===== src/rtl/instruction_fetch.sv =====
// Instruction fetch: IDLE -> FETCH (request IMem at PC) -> ISSUE (hold IR for the control unit) -> FETCH.
// Latency: InstrValid rises one cycle after IMemAck; the next request starts the cycle after InstrDone.
// Backpressure: ISSUE holds IR/InstrValid until InstrDone; FETCH waits for IMemAck (FETCH_TIMEOUT_EN adds a 16-cycle timeout).
module instruction_fetch (
  input  logic        CLK,
  input  logic        Reset,
  output logic        IMemReq,
  output logic [15:0] IMemAddr,
  input  logic        IMemAck,
  input  logic [15:0] IMemData,
  output logic        InstrValid,
  output logic [4:0]  OPCODE,
  output logic        flagbit,
  output logic [9:0]  Immediate,
  input  logic        InstrDone,
  input  logic        PCWrite,
  input  logic [15:0] PCTarget,
  output logic [15:0] PC,
  output logic        FetchErr
);

  typedef enum logic [1:0] {
    IDLE  = 2'd0,
    FETCH = 2'd1,
    ISSUE = 2'd2
  } fetchState_t;

  fetchState_t state;
  fetchState_t nextState;

  logic [15:0] pcReg;
  logic [15:0] irReg;
  logic        ackTaken;   // IR load strobe: ack accepted while a request is out
  logic        retire;     // PC update strobe: InstrDone accepted in ISSUE
  logic        reqHold;    // one-cycle request drop after a fetch timeout

  // State register; reset parks the FSM in IDLE from any state.
  always_ff @(posedge CLK) begin
    if (Reset) begin
      state <= IDLE;
    end else begin
      state <= nextState;
    end
  end

  // Next-state and strobe decode; InstrDone/PCWrite only matter in ISSUE, IMemAck only in FETCH.
  always_comb begin
    nextState  = state;
    IMemReq    = 1'b0;
    InstrValid = 1'b0;
    ackTaken   = 1'b0;
    retire     = 1'b0;
    case (state)
      IDLE: begin
        nextState = FETCH;
      end
      FETCH: begin
        IMemReq = !reqHold;
        if (IMemAck && !reqHold) begin
          ackTaken  = 1'b1;
          nextState = ISSUE;
        end
      end
      ISSUE: begin
        InstrValid = 1'b1;
        if (InstrDone) begin
          retire    = 1'b1;
          nextState = FETCH;
        end
      end
      default: begin
        nextState = IDLE;
      end
    endcase
  end

  // PC and IR: IR captures on accepted ack, PC advances (wrapping) or redirects on retire.
  always_ff @(posedge CLK) begin
    if (Reset) begin
      pcReg <= 16'h0000;
      irReg <= 16'h0000;
    end else begin
      if (ackTaken) begin
        irReg <= IMemData;
      end
      if (retire) begin
        pcReg <= PCWrite ? PCTarget : pcReg + 16'd1;
      end
    end
  end

`ifdef FETCH_TIMEOUT_EN
  logic [3:0] missCnt;
  logic       errFlag;
  logic       timeoutHit;

  // Sixteenth consecutive unacked request cycle (counter already at 15 and still no ack).
  assign timeoutHit = (state == FETCH) && !reqHold && !IMemAck && (missCnt == 4'd15);

  // Miss counter, request holdoff and sticky error; counter is zero on FETCH entry and after ack/timeout.
  always_ff @(posedge CLK) begin
    if (Reset) begin
      missCnt <= 4'd0;
      reqHold <= 1'b0;
      errFlag <= 1'b0;
    end else begin
      reqHold <= timeoutHit;
      if (timeoutHit) begin
        errFlag <= 1'b1;
      end
      if ((state != FETCH) || reqHold || IMemAck || timeoutHit) begin
        missCnt <= 4'd0;
      end else begin
        missCnt <= missCnt + 4'd1;
      end
    end
  end

  assign FetchErr = errFlag;
`else
  assign reqHold  = 1'b0;
  assign FetchErr = 1'b0;
`endif

  assign IMemAddr  = pcReg;
  assign PC        = pcReg;
  assign OPCODE    = irReg[15:11];
  assign flagbit   = irReg[10];
  assign Immediate = irReg[9:0];

endmodule


===== config.mk =====
export PLATFORM = sky130hd
export DESIGN_NAME = instruction_fetch
export DESIGN_NICKNAME = d
export VERILOG_FILES = /design/src/rtl/instruction_fetch.sv
export SDC_FILE = /design/constraint.sdc
export NUM_CORES = 1
export LEC_CHECK = 0
export CAP_MARGIN = 20
export CORE_UTILIZATION = 30
export CTS_BUF_LIST = sky130_fd_sc_hd__clkbuf_8
export DETAILED_ROUTE_END_ITERATION = 7
export GPL_TIMING_DRIVEN = 0
export PLACE_DENSITY = 0.71
export SLEW_MARGIN = 25
export SYNTH_ARGS = -nofsm -noshare
export SYNTH_HDL_FRONTEND = slang
export SYNTH_SLANG_ARGS = --single-unit

===== constraint.sdc =====
create_clock -name CLK -period 2 [get_ports CLK]
set_input_delay 0.4 -clock CLK [delete_from_list [all_inputs] [get_ports CLK]]
set_output_delay 0.4 -clock CLK [all_outputs]
set_load 0.01 [all_outputs]

==> qor.txt, run 1 <==
status - completed
Remaining DRCs - 0
syn_area_per_cell - 7.617 um^2
Tightest Hold Check Type - register to register
Post-Syn Instances - 251
M3 GR Usage - 6.444%
flops & latches, synth - 34
mux cell area share after synthesis - 3.141%
clock share of power - 33.4%
RSZ-0062 raised after global routing - no
Max IR drop VDD - 358.5 uV
Flop pwr share - 48.7%
initial antenna violation count - 0
grt met2 use - 27.44%
power density over the cells - 506.6 nW/um^2
final non-filler cell total - 417
Layout Nets - 380
Port-buffer cells - 84
Final Hold Viols - 0
CTS Root Buffer Type - clkbuf_8
fin. max-slew vios - 0
Cell Int Power - 0.001087 W
critical path launch point type - register
Placed Cells - 410
simple-gate share of the synthesized area - 28.93%
post-synth net total - 289
Worst Path Required - 1.60 ns
pin count of the biggest net entering global routing - 11
fmax - 0.5229 GHz
fill cell count - 621
Main synth FF type - dfxtp_1
Routed WL - 5625 um
num rows - 28
core area - 6026 um^2
Least-Margin Pin Slew - 0.5335 ns
crit-path cells - buf_4 -> clkdlybuf4s50_1
DIE WIDTH - 81.83 um
Yosys top cell area share - 35.60%
shortest period the worst path allows - 1.912 ns
Unique masters post-synth - 46
most common cell in the netlist - nand2_1
WP buf/inv - 2
CTS tree - built
Clock Sinks - 34
crit end category - primary output
grt met1 use - 22.31%
DRT iter0 DRCs - 159
CTS Buf Count - 5
antenna cells - 0
DR pass1 iterations - 4
yosys warns - 0
period utilization - 95.62%
Switch Pwr - 0.0003968 W
hold_buf cts - 0
layout cell share with drive strength beyond 1 - 13.16%
skew final - 0.003348 ns
largest family of logic cells by synthesized area - simple AND/OR/NAND/NOR gates
CTS clock-pin slew for the worst setup and hold paths - 0.07 ns
cell family with most CP delay - buffers and inverters
combinational power share - 17.9%
TNS Setup - 0 ns
Post-synth top cells - nand2_1 (47), dfxtp_1 (34), a21oi_1 (29)
H-tree lvl count - 2
Leakage - 1.082 nW
Post-Synth Adder-Cell Area - 0.6545%
GRT Util Overall - 17.96%
drt wl/cell - 13.49 um
Post-Synthesis Cell Area - 1912 um^2
Die Y - 81.83 um
initial core utilization - 31.73%
sequential share of the synthesized area - 35.60%
post-synthesis xor/xnor area fraction - 0%
post-route ant nets - 0
compound-gate portion of the synthesized area - 19.11%
setup violators final - 0
Clock Path Buffers - 2
vias in the first global route - 1,972
switching share of power - 26.75%
ys async rst share - 0%
Worst Path Max Fanout - 10
vias - 2,104
Area growth syn-to-layout - 53.14%
# Post-CTS Setup Buffers - 0
first-pass GRT wire length - 9259 um
Via-to-Cell Ratio - 5.046
clk_lat worst skew - 0.30 ns
# resized after CTS - 0
hpwl dp - 4091 um
I/O pin count - 88
Crit path largest cell delay - 0.53 ns
Critical-path top delay cell - dfxtp_1
Area contributors post-synth - dfxtp_1 (36%), nand2_1 (9.2%), a21oi_1 (7.6%)
largest area contributor in the netlist - dfxtp_1
RD Place Congestion - 0.8502
Arr. time, crit path - 1.51 ns
die area - 6696 um^2
EDFF count, synth - 0
Max Cap Violations - 0
GRT busiest layer - met2
worst rel slew slack - 64.44%
Setup CP Type - register to primary output
Congestion Overflow GR - 0
==> worst reg2reg max path, stage by stage (launching register included) <==
cell	delay, ns
dfxtp_1	0.50
ha_1	0.32
nand4_1	0.19
nor3_1	0.27
mux2i_1	0.22
a31oi_1	0.09
==> power groups by stage <==
stage / logic, W / registers [W] / clock network, W
CTS: 0.000268 / 0.000722 / 0.000505
floorplan: 0.000106 / 0.000743 / 0
global route: 0.000295 / 0.000725 / 0.000535
detailed placement: 0.000267 / 0.000737 / 0
global placement: 0.000264 / 0.000736 / 0
finish: 0.000266 / 0.000722 / 0.000495
==> registers in the layout, summed over array words and instances (netlist names) <==
signal    count
IMemAddr     16
irReg        16
state         2
==> placed cells by master (no fill, tap or decap), types with 2 or more instances in the layout <==
cell type,synthesis,routed
a211oi_1,2,2
a21o_1,2,2
a21oi_1,29,29
a31oi_1,9,9
and3b_1,2,2
and4_1,3,3
buf_2,14,14
buf_4,17,17
clkbuf_1,5,5
clkbuf_8,0,5
clkdlybuf4s50_1,0,83
clkinv_2,0,2
dfxtp_1,34,34
inv_1,4,4
mux2i_1,6,6
nand2_1,47,47
nand3_1,12,12
nand4_1,7,7
nor2_1,8,8
nor2b_1,5,5
nor3_1,5,5
nor4_1,2,2
nor4_2,2,2
o21a_1,2,2
o21ai_0,9,9
o31ai_1,2,2
==> worst paths after layout <==
path	startpoint	end	slack, ns	cells past startpoint
min	irReg[2]$_SDFFE_PP0P_	irReg[2]$_SDFFE_PP0P_	0.45	2
max reg2reg	IMemAddr[0]$_SDFFE_PP0P_	IMemAddr[12]$_SDFFE_PP0P_	0.28	5
min reg2reg	irReg[2]$_SDFFE_PP0P_	irReg[2]$_SDFFE_PP0P_	0.45	2
max	IMemAddr[3]$_SDFFE_PP0P_	PC[3]	0.09	2
==> final cells by class <==
type	count	area [um^2]	share of cell area [%]
sequential	34	680.7	23.25
clock inverter	2	10.01	0.3419
multi-input combinational	176	994.7	33.97
timing repair buffer	84	843.3	28.80
buffer	37	221.5	7.564
tap	75	93.84	3.205
inverter	4	15.01	0.5128
clock buffer	5	68.82	2.350
==> logic make-up (layout without fill, tap and decap cells) <==
kind of cell / after synthesis / after routing
AND/OR/NAND/NOR: 106 / 106
AO/OA/AOI/OAI: 62 / 62
buffers and inverters: 41 / 132
flip-flops: 34 / 34
multiplexers: 6 / 6
adder cells (fa/ha/maj): 1 / 1
other: 1 / 1
==> through the flow <==
step	util [%]	instance area [um^2]	setup slack (ns)	hold WS [ns]	power, W
floorplan	-	1912	0.5003	0.4805	0.0008493
global placement	47.24	2846	-0.01090	0.4407	0.001000
detailed placement	47.24	2846	-0.03011	0.4474	0.001004
CTS	48.55	2925	0.07478	0.4567	0.001495
global route	48.59	2928	0.02941	0.4753	0.001556
finish	48.59	2928	0.08757	0.4549	0.001483
==> routing by layer <==
metal	vias up	share of wire [%]
li1	1050	-
met1	961	43
met2	83	45
met3	10	9.4
met4	0	2.0
met5	-	0
No activity file was read; power rests on OpenSTA's default activity.
==> run 2: changes to the inputs <==
--- a/config.mk
+++ b/config.mk
@@ -5,12 +5,13 @@
 export SDC_FILE = /design/constraint.sdc
 export NUM_CORES = 1
 export LEC_CHECK = 0
+export ABC_AREA = 1
 export CAP_MARGIN = 20
 export CORE_UTILIZATION = 30
 export CTS_BUF_LIST = sky130_fd_sc_hd__clkbuf_8
 export DETAILED_ROUTE_END_ITERATION = 7
 export GPL_TIMING_DRIVEN = 0
-export PLACE_DENSITY = 0.71
+export PLACE_DENSITY = 0.7
 export SLEW_MARGIN = 25
 export SYNTH_ARGS = -nofsm -noshare
 export SYNTH_HDL_FRONTEND = slang
==> qor.txt, run 2 <==
hpwl dp - 4131 um (was 4091 um)
period utilization - 94.58% (was 95.62%)
RSZ-0062 raised after global routing - no (unchanged)
CTS tree - built (unchanged)
CTS Buf Count - 5 (unchanged)
largest area contributor in the netlist - dfxtp_1 (unchanged)
first-pass GRT wire length - 9363 um (was 9259 um)
DRT iter0 DRCs - 122 (was 159)
Unique masters post-synth - 34 (was 46)
post-route ant nets - 0 (unchanged)
Routed WL - 5523 um (was 5625 um)
yosys warns - 0 (unchanged)
sequential share of the synthesized area - 33.73% (was 35.60%)
pin count of the biggest net entering global routing - 12 (was 11)
Post-synth top cells - nand2_1 (72), dfxtp_1 (34), nand3_1 (30) (was nand2_1 (47), dfxtp_1 (34), a21oi_1 (29))
H-tree lvl count - 2 (unchanged)
crit end category - primary output (unchanged)
Least-Margin Pin Slew - 0.6470 ns (was 0.5335 ns)
WHS - 0.4632 ns (was 0.4549 ns)
Hold Path Origin - irReg[8]$_SDFFE_PP0P_ (was irReg[2]$_SDFFE_PP0P_)
EDFF count, synth - 0 (unchanged)
TNS Setup - 0 ns (unchanged)
initial antenna violation count - 0 (unchanged)
Main synth FF type - dfxtp_1 (unchanged)
most frequent cells in the layout - clkdlybuf4s50_1 (84), nand2_1 (72), dfxtp_1 (33) (was clkdlybuf4s50_1 (83), nand2_1 (47), dfxtp_1 (34))
Worst Path Required - 1.60 ns (about the same)
Post-Synthesis Cell Area - 2018 um^2 (was 1912 um^2)
Port-buffer cells - 84 (unchanged)
syn_area_per_cell - 7.057 um^2 (was 7.617 um^2)
CTS Root Buffer Type - clkbuf_8 (unchanged)
initial core utilization - 31.42% (was 31.73%)
drt wl/cell - 12.11 um (was 13.49 um)
CP startpoint - state[0]$_SDFFE_PP0P_ (was IMemAddr[3]$_SDFFE_PP0P_)
Post-Syn Instances - 286 (was 251)
fin. max-slew vios - 0 (unchanged)
FF-to-FF Start - IMemAddr[0]$_SDFFE_PP0P_ (unchanged)
GRT Util Overall - 16.37% (was 17.96%)
flops & latches, synth - 34 (unchanged)
antenna cells - 0 (unchanged)
power density over the cells - 580.8 nW/um^2 (was 506.6 nW/um^2)
Worst R2R Setup Slack - 0.46 ns (was 0.28 ns)
RD Place Congestion - 0.8600 (was 0.8502)
Yosys top cell area share - 33.73% (was 35.60%)
I/O pin count - 88 (unchanged)
Via-to-Cell Ratio - 4.691 (was 5.046)
Clock Sinks - 34 (unchanged)
Setup CP Type - register to primary output (unchanged)
setup violators final - 0 (unchanged)
Die Y - 84.02 um (was 81.83 um)
crit-path cells - inv_2 -> nor2_4 -> buf_6 -> clkdlybuf4s50_1 (was buf_4 -> clkdlybuf4s50_1)
skew final - 0.003844 ns (was 0.003348 ns)
Arr. time, crit path - 1.49 ns (was 1.51 ns)
DR pass1 iterations - 6 (was 4)
hold_buf cts - 0 (unchanged)
final cell utilization of the core - 48.37% (was 48.59%)
Area contributors post-synth - dfxtp_1 (34%), nand2_1 (13%), nand3_1 (7.4%) (was dfxtp_1 (36%), nand2_1 (9.2%), a21oi_1 (7.6%))
Critical-path top delay cell - clkdlybuf4s50_1 (was dfxtp_1)
failing checks - DRC
status - finished, violations left (was completed)
Remaining DRCs - 8 (was 0)
CTS clock-pin slew for the worst setup and hold paths - 0.07 ns (about the same)
worst rel slew slack - 56.86% (was 64.44%)
dpl ws - 0.1324 ns (was -0.03011 ns)
Max Cap Violations - 0 (unchanged)
critical path launch point type - register (unchanged)
core area - 6422 um^2 (was 6026 um^2)
Final Hold Viols - 0 (unchanged)
Tightest Hold Check Type - register to register (unchanged)
WP buf/inv - 3 (was 2)
Max IR drop VDD - 461.2 uV (was 358.5 uV)
DIE WIDTH - 84.02 um (was 81.83 um)
cell family with most CP delay - buffers and inverters (unchanged)
vias in the first global route - 2,039 (was 1,972)
fin worst setup slack - 0.1084 ns (was 0.08757 ns)
Leakage - 1.136 nW (was 1.082 nW)
shortest period the worst path allows - 1.892 ns (was 1.912 ns)
fmax - 0.5286 GHz (was 0.5229 GHz)
ys async rst share - 0% (unchanged)
clk_lat worst skew - 0.29 ns (was 0.30 ns)
Worst Path Max Fanout - 10 (unchanged)
vias - 2,139 (was 2,104)
most common cell in the netlist - nand2_1 (unchanged)
num rows - 29 (was 28)
commonest non-fill, non-tap cell in the layout - clkdlybuf4s50_1 (unchanged)
layout cell share with drive strength beyond 1 - 19.00% (was 13.16%)
Crit path largest cell delay - 0.53 ns (about the same)
Clock Path Buffers - 2 (unchanged)
Area growth syn-to-layout - 53.94% (was 53.14%)
Layout Nets - 416 (was 380)
post-synth net total - 324 (was 289)
Congestion Overflow GR - 0 (unchanged)
die area - 7059 um^2 (was 6696 um^2)
[run 2: cell types whose count changed in the layout (fill, tap and decap cells not counted), sizes merged, moves of 4 or more]
cell	previous run	this run
nor4	4	0
a31oi	9	1
nor2	8	31
mux2i	6	0
buf	31	27
nor3	5	0
nand2	48	79
nor2b	5	0
nand4	8	4
nand3	13	31
inv	4	18
[run 2: routing by layer]
metal	track usage, %	share of wire, %
met5	0	0
met4	5.329	0.96
met3	5.836	8.2
met2	26.83	46
met1	19.89	45
[run 2: area by class of cell]
type	count	area [um^2]
sequential	34	681.9
fill	666	3316
multi-input combinational	201	1032
timing repair buffer	85	848.3
clock buffer	6	82.58
buffer	30	221.5
inverter	21	83.83
clock inverter	2	60.06
tap	77	96.34
[run 2: timing repair]
action | in CTS | in global routing
endpoints found under the setup margin | 1 | 1
setup buffers | 1 | 0
hold endpoints to repair | 0 | 0
pin swaps | 1 | 0
gates resized for setup | 0 | 1
[run 2: worst paths after layout]
kind / endpoint / depth (start not counted)
worst max-delay path: IMemReq / 4
worst min-delay path: irReg[8]$_SDFFE_PP0P_ / 2
worst max register to register: IMemAddr[14]$_SDFFE_PP0P_ / 8
worst min register to register: irReg[8]$_SDFFE_PP0P_ / 2
[run 2: cell families (layout without fill, tap and decap cells)]
kind of cell | after synthesis | in the layout | share of synthesized area (%)
DFF | 34 | 34 | 33.73
buffers and inverters | 51 | 144 | 15.13
other | 1 | 1 | 0.1858
AOI/OAI and AO/OA | 53 | 53 | 16.86
and+or+nand+nor | 146 | 146 | 33.48
adders and majority gates | 1 | 1 | 0.6199
[run 2: worst min-delay path: cells and delay by family, from the launching register on]
| kind | cells | cell delay, ns |
|---|---|---|
| simple gates | 1 | 0.06 |
| flops | 1 | 0.31 |
| compound gates | 1 | 0.05 |
[run 2: where the power goes]
| group | internal [W] | switching [W] | total [W] |
|---|---|---|---|
| Sequential | 0.000700 | 0.0000193 | 0.000719 |
| Combinational | 0.000158 | 0.000124 | 0.000282 |
| Clock | 0.000532 | 0.000271 | 0.000803 |
[run 2: per-stage QoR]
step	cells	cell area, um^2	total power (W)
global placement	447	2955	0.001011
detailed placement	447	2955	0.001013
finish	456	3107	0.001804
CTS	456	3105	0.001820
global route	456	3107	0.001874
floorplan	286	2018	0.0008636
==> run 3: changes to the inputs <==
--- a/config.mk
+++ b/config.mk
@@ -7,11 +7,12 @@
 export LEC_CHECK = 0
 export ABC_AREA = 1
 export CAP_MARGIN = 20
-export CORE_UTILIZATION = 30
+export CORE_UTILIZATION = 60
 export CTS_BUF_LIST = sky130_fd_sc_hd__clkbuf_8
 export DETAILED_ROUTE_END_ITERATION = 7
+export DONT_BUFFER_PORTS = 1
 export GPL_TIMING_DRIVEN = 0
-export PLACE_DENSITY = 0.7
+export PLACE_DENSITY = 0.86
 export SLEW_MARGIN = 25
 export SYNTH_ARGS = -nofsm -noshare
 export SYNTH_HDL_FRONTEND = slang
==> qor.txt, run 3 (same netlist as run 2, synthesis figures left out) <==
Routed WL - 4479 um (was 5523 um)
first-pass GRT wire length - 6893 um (was 9363 um)
power density over the cells - 643.0 nW/um^2 (was 580.8 nW/um^2)
drt wl/cell - 13.25 um (was 12.11 um)
CTS tree - built (unchanged)
H-tree lvl count - 2 (unchanged)
Crit path largest cell delay - 0.50 ns (was 0.53 ns)
Worst Hold Path EP - irReg[11]$_SDFFE_PP0P_ (was irReg[8]$_SDFFE_PP0P_)
clk_lat worst skew - 0.29 ns (about the same)
Placed Instance Area - 2073 um^2 (was 2955 um^2)
antenna cells - 0 (unchanged)
Least-Margin Pin Slew - 0.6594 ns (was 0.6470 ns)
Via-to-Cell Ratio - 5.435 (was 4.691)
CP most frequent cell - nand3_1
Cell Int Power - 0.0009988 W (was 0.001390 W)
Final Hold Viols - 0 (unchanged)
Worst Hold Depth - 2 (unchanged)
I/O pin count - 88 (unchanged)
most frequent cells in the layout - nand2_1 (72), dfxtp_1 (34), nand3_1 (30) (was clkdlybuf4s50_1 (84), nand2_1 (72), dfxtp_1 (33))
Remaining DRCs - 0 (was 8)
layout cell share with drive strength beyond 1 - 23.81% (was 19.00%)
Worst Path Max Fanout - 6 (was 10)
Tightest Hold Check Type - primary input to register (was register to register)
Clock Sinks - 34 (unchanged)
Switch Pwr - 0.0003923 W (was 0.0004150 W)
RSZ-0062 raised after global routing - no (unchanged)
clock share of power - 36.9% (was 44.5%)
pin count of the biggest net entering global routing - 13 (was 12)
fill cell count - 273 (was 666)
skew final - 0.003358 ns (was 0.003844 ns)
CTS clock-pin slew for the worst setup and hold paths - 0.07 ns (about the same)
fin worst setup slack - 0.3917 ns (was 0.1084 ns)
register area - 680.7 um^2 (was 681.9 um^2)
CTS Root Buffer Type - clkbuf_8 (unchanged)
post-route ant nets - 0 (unchanged)
Flop pwr share - 52.5% (was 39.8%)
TNS Setup - 0 ns (unchanged)
vias - 1,837 (was 2,139)
WHS - 0.2679 ns (was 0.4632 ns)
hpwl dp - 3282 um (was 4131 um)
Max Cap Violations - 0 (unchanged)
status - completed (was finished, violations left)
crit end category - register (was primary output)
FF-to-FF Start - IMemAddr[1]$_SDFFE_PP0P_ (was IMemAddr[0]$_SDFFE_PP0P_)
Leakage - 0.8003 nW (was 1.136 nW)
Layout Nets - 331 (was 416)
hold_buf cts - 0 (unchanged)
critical path launch point type - register (unchanged)
fmax - 0.6218 GHz (was 0.5286 GHz)
Clock Path Buffers - 2 (unchanged)
Worst R2R Setup Slack - 0.39 ns (was 0.46 ns)
Worst Path Required - 2.15 ns (was 1.60 ns)
combinational power share - 10.6% (was 15.6%)
GRT Util Overall - 25.88% (was 16.37%)
Arr. time, crit path - 1.76 ns (was 1.49 ns)
DIE WIDTH - 60.00 um (was 84.02 um)
DR pass1 iterations - 5 (was 6)
shortest period the worst path allows - 1.608 ns (was 1.892 ns)
dpl ws - 0.3992 ns (was 0.1324 ns)
fin. max-slew vios - 0 (unchanged)
commonest non-fill, non-tap cell in the layout - nand2_1 (was clkdlybuf4s50_1)
Setup CP Type - register to register (was register to primary output)
setup violators final - 0 (unchanged)
Max IR drop VDD - 482.9 uV (was 461.2 uV)
vias in the first global route - 1,577 (was 2,039)
worst rel slew slack - 56.04% (was 56.86%)
CTS Buf Count - 5 (unchanged)
Critical-path top delay cell - dfxtp_1 (was clkdlybuf4s50_1)
RD Place Congestion - 0.9799 (was 0.8600)
FF-to-FF End - IMemAddr[14]$_SDFFE_PP0P_ (unchanged)
multi-input logic area - 1032 um^2 (unchanged)
period utilization - 80.42% (was 94.58%)
die area - 3599 um^2 (was 7059 um^2)
Port-buffer cells - 0 (was 84)
Die Y - 60.00 um (was 84.02 um)
crit-path cells - ha_1 -> nand3_1 -> nor2_1 -> nand3_1 -> nand2_1 -> nand3_1 -> nand2_1 -> a21oi_2 (was inv_2 -> nor2_4 -> buf_6 -> clkdlybuf4s50_1)
Area growth syn-to-layout - 7.191% (was 53.94%)
Hold Path Origin - IMemData[11] (was irReg[8]$_SDFFE_PP0P_)
DRT iter0 DRCs - 130 (was 122)
initial antenna violation count - 0 (unchanged)
# Post-CTS Setup Buffers - 0 (was 1)
Congestion Overflow GR - 0 (unchanged)
core area - 3128 um^2 (was 6422 um^2)
Finished Cell Area - 2163 um^2 (was 3107 um^2)
worst r2r path cells - 8 (unchanged)
# resized after CTS - 0 (unchanged)
switching share of power - 28.20% (was 23.00%)
initial core utilization - 64.52% (was 31.42%)
num rows - 20 (was 29)
run 3: layer usage:
layer  track usage (%)  vias up  wire length (um)
li1                  -      932                 -
met1             31.60      830              1909
met2             40.95       71              2176
met3             9.307        4               350
met4             10.96        0                42
met5                 0        -                 0
run 3: how the worst max path moves through the flow:
| stage | start | endpoint | slack, ns |
|---|---|---|---|
| final | IMemAddr[1]$_SDFFE_PP0P_ | IMemAddr[14]$_SDFFE_PP0P_ | 0.39 |
| after floorplan | IMemAddr[1]$_SDFFE_PP0P_ | IMemAddr[12]$_SDFFE_PP0P_ | 0.60 |
| after detailed placement | IMemAddr[1]$_SDFFE_PP0P_ | IMemAddr[14]$_SDFFE_PP0P_ | 0.40 |
| after global placement | IMemAddr[1]$_SDFFE_PP0P_ | IMemAddr[12]$_SDFFE_PP0P_ | 0.45 |
| after CTS | IMemAddr[1]$_SDFFE_PP0P_ | IMemAddr[14]$_SDFFE_PP0P_ | 0.38 |
| after global routing | IMemAddr[1]$_SDFFE_PP0P_ | IMemAddr[12]$_SDFFE_PP0P_ | 0.20 |
run 3: power by group through the flow:
stage / combinational [W] / clock (W) / sequential [W]
detailed placement: 0.000148 / 0 / 0.000746
global route: 0.000164 / 0.000552 / 0.000733
floorplan: 0.000123 / 0 / 0.000741
finish: 0.000147 / 0.000513 / 0.000730
CTS: 0.000148 / 0.000528 / 0.000730
global placement: 0.000144 / 0 / 0.000745
run 3: through the flow:
stage / util, % / total power [W] / instances
after global placement: 66.28 / 0.0008895 / 330
after floorplan: - / 0.0008636 / 286
after detailed placement: 66.28 / 0.0008937 / 330
after global routing: 69.16 / 0.001449 / 338
after CTS: 69.16 / 0.001406 / 338
final: 69.16 / 0.001391 / 338
run 3: layout make-up:
class,count,area share (%)
buffer,30,10.24
clock buffer,5,3.181
clock inverter,3,0.9832
inverter,21,3.875
multi-input combinational,201,47.72
sequential,34,31.46
tap,44,2.545
run 3: critical path: cells and delay by family, from the launching register on:
| family | cells | cell delay (ns) |
|---|---|---|
| flops | 1 | 0.50 |
| fa+ha+maj | 1 | 0.28 |
| compound gates | 1 | 0.04 |
| simple gates | 6 | 0.65 |
